### config.mk
export PLATFORM = sky130hd
export DESIGN_NAME = decimal_align_sequencer
export DESIGN_NICKNAME = d
export VERILOG_FILES = /design/src/rtl/decimal_align_sequencer.sv
export SDC_FILE = /design/constraint.sdc
export NUM_CORES = 1
export LEC_CHECK = 0
export ABC_AREA = 1
export CORE_ASPECT_RATIO = 0.9
export CORE_MARGIN = 2
export CORE_UTILIZATION = 30
export DETAILED_ROUTE_END_ITERATION = 6
export GPL_TIMING_DRIVEN = 0
export PLACE_DENSITY = 0.62
export SYNTH_ARGS = -nofsm -noshare
export SYNTH_HDL_FRONTEND = slang
export SYNTH_SLANG_ARGS = --single-unit
### constraint.sdc
create_clock -name clk -period 3.3 [get_ports clk]
set_input_delay 0.495 -clock clk [delete_from_list [all_inputs] [get_ports clk]]
set_output_delay 0.495 -clock clk [all_outputs]
set_load 0.01 [all_outputs]
### src/rtl/decimal_align_sequencer.sv
// decimal_align_sequencer: multi-cycle BCD significand aligner for the decimal subtractor.
// Ports: clk/rst_n (async active-low); in_valid/in_ready with M1,M2 (BCD) and E1,E2 (biased exps);
//        out_valid/out_ready with M1_norm,M2_norm, GRS_bits {guard,round,sticky}, E_res (max exp),
//        Greater (E1>=E2, M2 shifted).
// Option: define DEC_ALIGN_DUAL_SHIFT_EN to shift up to two digits per cycle (identical results).
module decimal_align_sequencer #(
    parameter int DIGITS = 7,
    parameter int EXP_W  = 8
) (
    input  logic                  clk,
    input  logic                  rst_n,
    input  logic                  in_valid,
    output logic                  in_ready,
    input  logic [4*DIGITS-1:0]   M1,
    input  logic [4*DIGITS-1:0]   M2,
    input  logic [EXP_W-1:0]      E1,
    input  logic [EXP_W-1:0]      E2,
    output logic                  out_valid,
    input  logic                  out_ready,
    output logic [4*DIGITS-1:0]   M1_norm,
    output logic [4*DIGITS-1:0]   M2_norm,
    output logic [8:0]            GRS_bits,
    output logic [EXP_W-1:0]      E_res,
    output logic                  Greater
);
    localparam int MW = 4 * DIGITS;
    localparam logic [1:0] IDLE = 2'd0, SHIFT = 2'd1, DONE = 2'd2;
    // Beyond DIGITS+2 digits every further shift is a no-op on the result.
    localparam logic [EXP_W:0] CLAMP = (EXP_W+1)'(DIGITS + 2);

    logic [1:0]       state_q, state_d;
    logic [MW-1:0]    m1_q, m1_d, m2_q, m2_d, sel, shifted;
    logic [3:0]       g_q, g_d, r_q, r_d, cnt_q, cnt_d;
    logic             s_q, s_d, gt_q, gt_d, two;
    logic [EXP_W-1:0] e_q, e_d;
    logic [EXP_W:0]   diff;

    always_comb begin
        state_d = state_q;
        m1_d    = m1_q;
        m2_d    = m2_q;
        g_d     = g_q;
        r_d     = r_q;
        s_d     = s_q;
        e_d     = e_q;
        gt_d    = gt_q;
        cnt_d   = cnt_q;
        sel     = gt_q ? m2_q : m1_q;
`ifdef DEC_ALIGN_DUAL_SHIFT_EN
        two     = cnt_q > 4'd1;
`else
        two     = 1'b0;
`endif
        shifted = two ? sel >> 8 : sel >> 4;
        diff    = (E1 >= E2) ? {1'b0, E1} - {1'b0, E2} : {1'b0, E2} - {1'b0, E1};
        case (state_q)
            IDLE: if (in_valid) begin
                state_d = SHIFT;
                m1_d    = M1;
                m2_d    = M2;
                gt_d    = E1 >= E2;
                e_d     = (E1 >= E2) ? E1 : E2;
                cnt_d   = (diff > CLAMP) ? CLAMP[3:0] : diff[3:0];
                g_d     = '0;
                r_d     = '0;
                s_d     = 1'b0;
            end
            SHIFT: if (cnt_q == '0) begin
                state_d = DONE;
            end else begin
                if (gt_q) m2_d = shifted;
                else      m1_d = shifted;
                // A two-digit step pushes both the old guard and old round past round.
                g_d   = two ? sel[7:4] : sel[3:0];
                r_d   = two ? sel[3:0] : g_q;
                s_d   = s_q | (r_q != '0) | (two && g_q != '0);
                cnt_d = cnt_q - (two ? 4'd2 : 4'd1);
            end
            DONE: if (out_ready) state_d = IDLE;
            default: state_d = IDLE;
        endcase
    end

    always_ff @(posedge clk or negedge rst_n) begin
        if (!rst_n) begin
            state_q <= IDLE;
            m1_q    <= '0;
            m2_q    <= '0;
            g_q     <= '0;
            r_q     <= '0;
            s_q     <= 1'b0;
            e_q     <= '0;
            gt_q    <= 1'b0;
            cnt_q   <= '0;
        end else begin
            state_q <= state_d;
            m1_q    <= m1_d;
            m2_q    <= m2_d;
            g_q     <= g_d;
            r_q     <= r_d;
            s_q     <= s_d;
            e_q     <= e_d;
            gt_q    <= gt_d;
            cnt_q   <= cnt_d;
        end
    end

    assign in_ready  = state_q == IDLE;
    assign out_valid = state_q == DONE;
    assign M1_norm   = m1_q;
    assign M2_norm   = m2_q;
    assign GRS_bits  = {g_q, r_q, s_q};
    assign E_res     = e_q;
    assign Greater   = gt_q;
endmodule

==> results.toml <==
[placement]
io_buffer_count = 151
place_hpwl_mm = 11.7
place_congestion = 0.882

[sta]
layout_min_cycle_time_ns = 2.54
fmax_mhz = 394
slew_viol_final = 0
rsz0062_at_grt = "no"
timing.final.crit_share = 0.768
tightestPinTransition_ns = 0.574
finalHoldViolCount = 0
finClkSkew_ns = 0.00865
setup_viol = 0
holdWs_ns = 0.0339
max_slew_margin = 0.617

[critical_path]
cp_slowest_cell = "clkdlybuf4s50_1"
cp_num_buf_inv = 2
cp_slowest_stage_delay_ns = 0.50
start_kind = "primary input"
path_cells = "clkdlybuf4s50_1 > inv_1 > ha_1 > fa_1 > o21ai_0 > nand2_1 > nand2_1 > nand2_1 > nor2_1 > nand2_1 > nand2_2 > nand3_1 > nand2_1 > nand2_1"
r2r_cells = 10
critPathTopFamily = "simple AND/OR/NAND/NOR gates"
crit_path_frequent_cell = "nand2_1"
path_class = "in -> reg"
worst_setup_path_end_kind = "flip-flop"
arrival_ns = 2.77
r2r-start = "cnt_q[0]"
cp_max_fo = 4
cp.required_ns = 3.54
rr_endpoint = "M1_norm[19]"
r2r_slack_ns = 1.06

[detailed_routing]
wire_per_inst_um = 15.8
drtIter0Drc = 278
num_vias = 4628
antenna_left = 0
drc = 0
wirelength_mm = 15.3
dr.pass1.iters = 5
via_per_inst = 4.76

[die]
die_h_um = 124
initial_core_util = 0.307
core_um2 = 15500
dieArea_um2 = 16900
fp.dieW_um = 137
ios = 152
rows = 43

[global_routing]
grt_max_degree = 64
grt_pass1_vias = 4434
grt_antenna_before_repair = 0
grt_usage = 0.185
grt_pass1_wl_mm = 23.8
globalRouteOverflowTotal = 0

[power_and_ir_drop]
p_total_w = 0.00661
ir_drop_uv = 361
p_per_area_nw_per_um2 = 964
power.leakage_nw = 3.15

[logic_synthesis]
ys_warn_count = 0
ys_ff_latch = 80
synthCells = 603
syn_nets = 698
synth_top_area_frac = 0.420
avgSynthCellArea_um2 = 7.90
synthArstFlopShare = 1.00
synth_flop_cell = "dfrtp_1"
netlist_area_um2 = 4760
ys_types = 32
yosysTopAreaCell = "dfrtp_1"
synth-edff-count = 0
synthTopCellsByArea = "dfrtp_1 (42%), nand2_1 (13%), o21a_1 (7.6%), nand3_1 (6.9%), ha_1 (4.5%)"
ys_seq_area_frac = 0.420

[clocking]
cts_tree = "done"
post-cts-setup-buffers = 0
cts.sinks = 80
insertion_delay_ns = 0.35
clockBufferDepth = 2
clk_pin_slew_ns = 0.07
clk_root_buffer_cell = "clkbuf_16"
htreeDepth = 3
cts-buffers-inserted = 9
cts_hold_buf = 0
post_cts_resized = 0

[layout]
drive_gt1_frac = 0.0882
nets = 861
syn2layout_area_growth_pct = 43.9
antenna_cells = 0

[job]
maxCapViolCount = 0

[min_path]
hold_path_class = "in -> async"

[outcome]
status = "finished, final reports clean"
==> state kept, by name, summed over array words and instances, names as in the netlist <==
register  cells
M1_norm      28
M2_norm      28
state_q       2
Greater       1
cnt_q         4
E_res         8
s_q           1
r_q           4
g_q           4
==> power by group <==
group	total, W	switching, W	internal, W
clock	0.00103	0.000436	0.000593
combinational	0.00372	0.00197	0.00175
sequential	0.00186	0.000376	0.00148
total	0.00661	0.00278	0.00382
==> area by class of cell <==
type / instances / area [um^2]
buffer: 32 / 173
clock buffer: 9 / 225
clock inverter: 7 / 77.6
fill: 1574 / 8640
inverter: 60 / 225
multi-input combinational: 431 / 2360
sequential: 80 / 2000
tap: 202 / 253
timing repair buffer: 152 / 1540
==> cells in the mapped netlist (3+ instances only) <==
library cell	number
nor2_1	19
nand4_1	3
dfrtp_1	80
a22oi_1	28
buf_4	4
nor2_2	6
nand2_2	9
nor2_4	4
inv_2	5
buf_2	15
o21a_1	48
nand3_1	66
inv_1	54
a21oi_1	16
o21ai_0	29
nand2_1	170
clkbuf_1	11
ha_1	17
==> worst max path at each step <==
| stage | startpoint | end | slack (ns) | depth (start not counted) |
|---|---|---|---|---|
| detailed placement | E1[0] | cnt_q[3] | 0.43 | 14 |
| finish | E1[0] | cnt_q[3] | 0.76 | 14 |
| global placement | rst_n | s_q | -1.41 | 1 |
| floorplan | E1[2] | cnt_q[1] | 1.23 | 16 |
| CTS | E1[3] | cnt_q[3] | 0.80 | 18 |
| global route | E1[0] | cnt_q[3] | 0.62 | 14 |
==> worst register-to-register path: stages, from the launching register on <==
cell	delay, ns
dfrtp_1	0.38
inv_1	0.07
ha_1	0.21
inv_1	0.07
nor3_1	0.04
nor2_1	0.32
nor2_2	0.11
nor2_1	0.18
clkbuf_1	0.45
nand3_1	0.17
o21a_1	0.14
==> metal layers <==
metal / routed length, um / vias up / track usage / share of wire
met1: 7430 / 2160 / 0.260 / 0.48
met2: 6830 / 139 / 0.287 / 0.45
met4: 121 / 0 / 0.0348 / 0.0079
met5: 0 / - / 0 / 0
li1: - / 2321 / - / -
met3: 959 / 8 / 0.0504 / 0.062
==> logic make-up after synthesis <==
| kind of cell | Yosys count | synth area share |
|---|---|---|
| and+or+nand+nor | 283 | 0.262 |
| xor gates and xnor gates | 3 | 0.00552 |
| DFF | 80 | 0.420 |
| buffers and inverters | 92 | 0.0835 |
| AOI/OAI and AO/OA | 126 | 0.175 |
| adders and majority gates | 19 | 0.0530 |
==> through the flow <==
| step | cells | utilization | cell area (um^2) | setup TNS [ns] | setup slack, ns |
|---|---|---|---|---|---|
| floorplan | 603 | - | 4760 | 0 | 1.23 |
| global placement | 956 | 0.421 | 6530 | -112.39 | -1.41 |
| detailed placement | 957 | 0.423 | 6550 | 0 | 0.433 |
| CTS | 973 | 0.443 | 6860 | 0 | 0.804 |
| global route | 973 | 0.443 | 6860 | 0 | 0.617 |
| finish | 973 | 0.443 | 6860 | 0 | 0.764 |
==> cells in the final DEF (no fill, tap or decap), drive strengths merged, types with 3 or more instances in the layout <==
master,Yosys,routed
a22oi,28,28
inv,59,61
dfrtp,80,80
nand3,67,67
nand4,3,3
a21oi,18,18
nor2,29,29
buf,21,23
ha,17,17
clkdlybuf4s50,0,150
o21ai,29,29
nand2,181,181
clkbuf,11,20
clkinv,1,4
o21a,48,48
(Power assumes the default switching activity.)
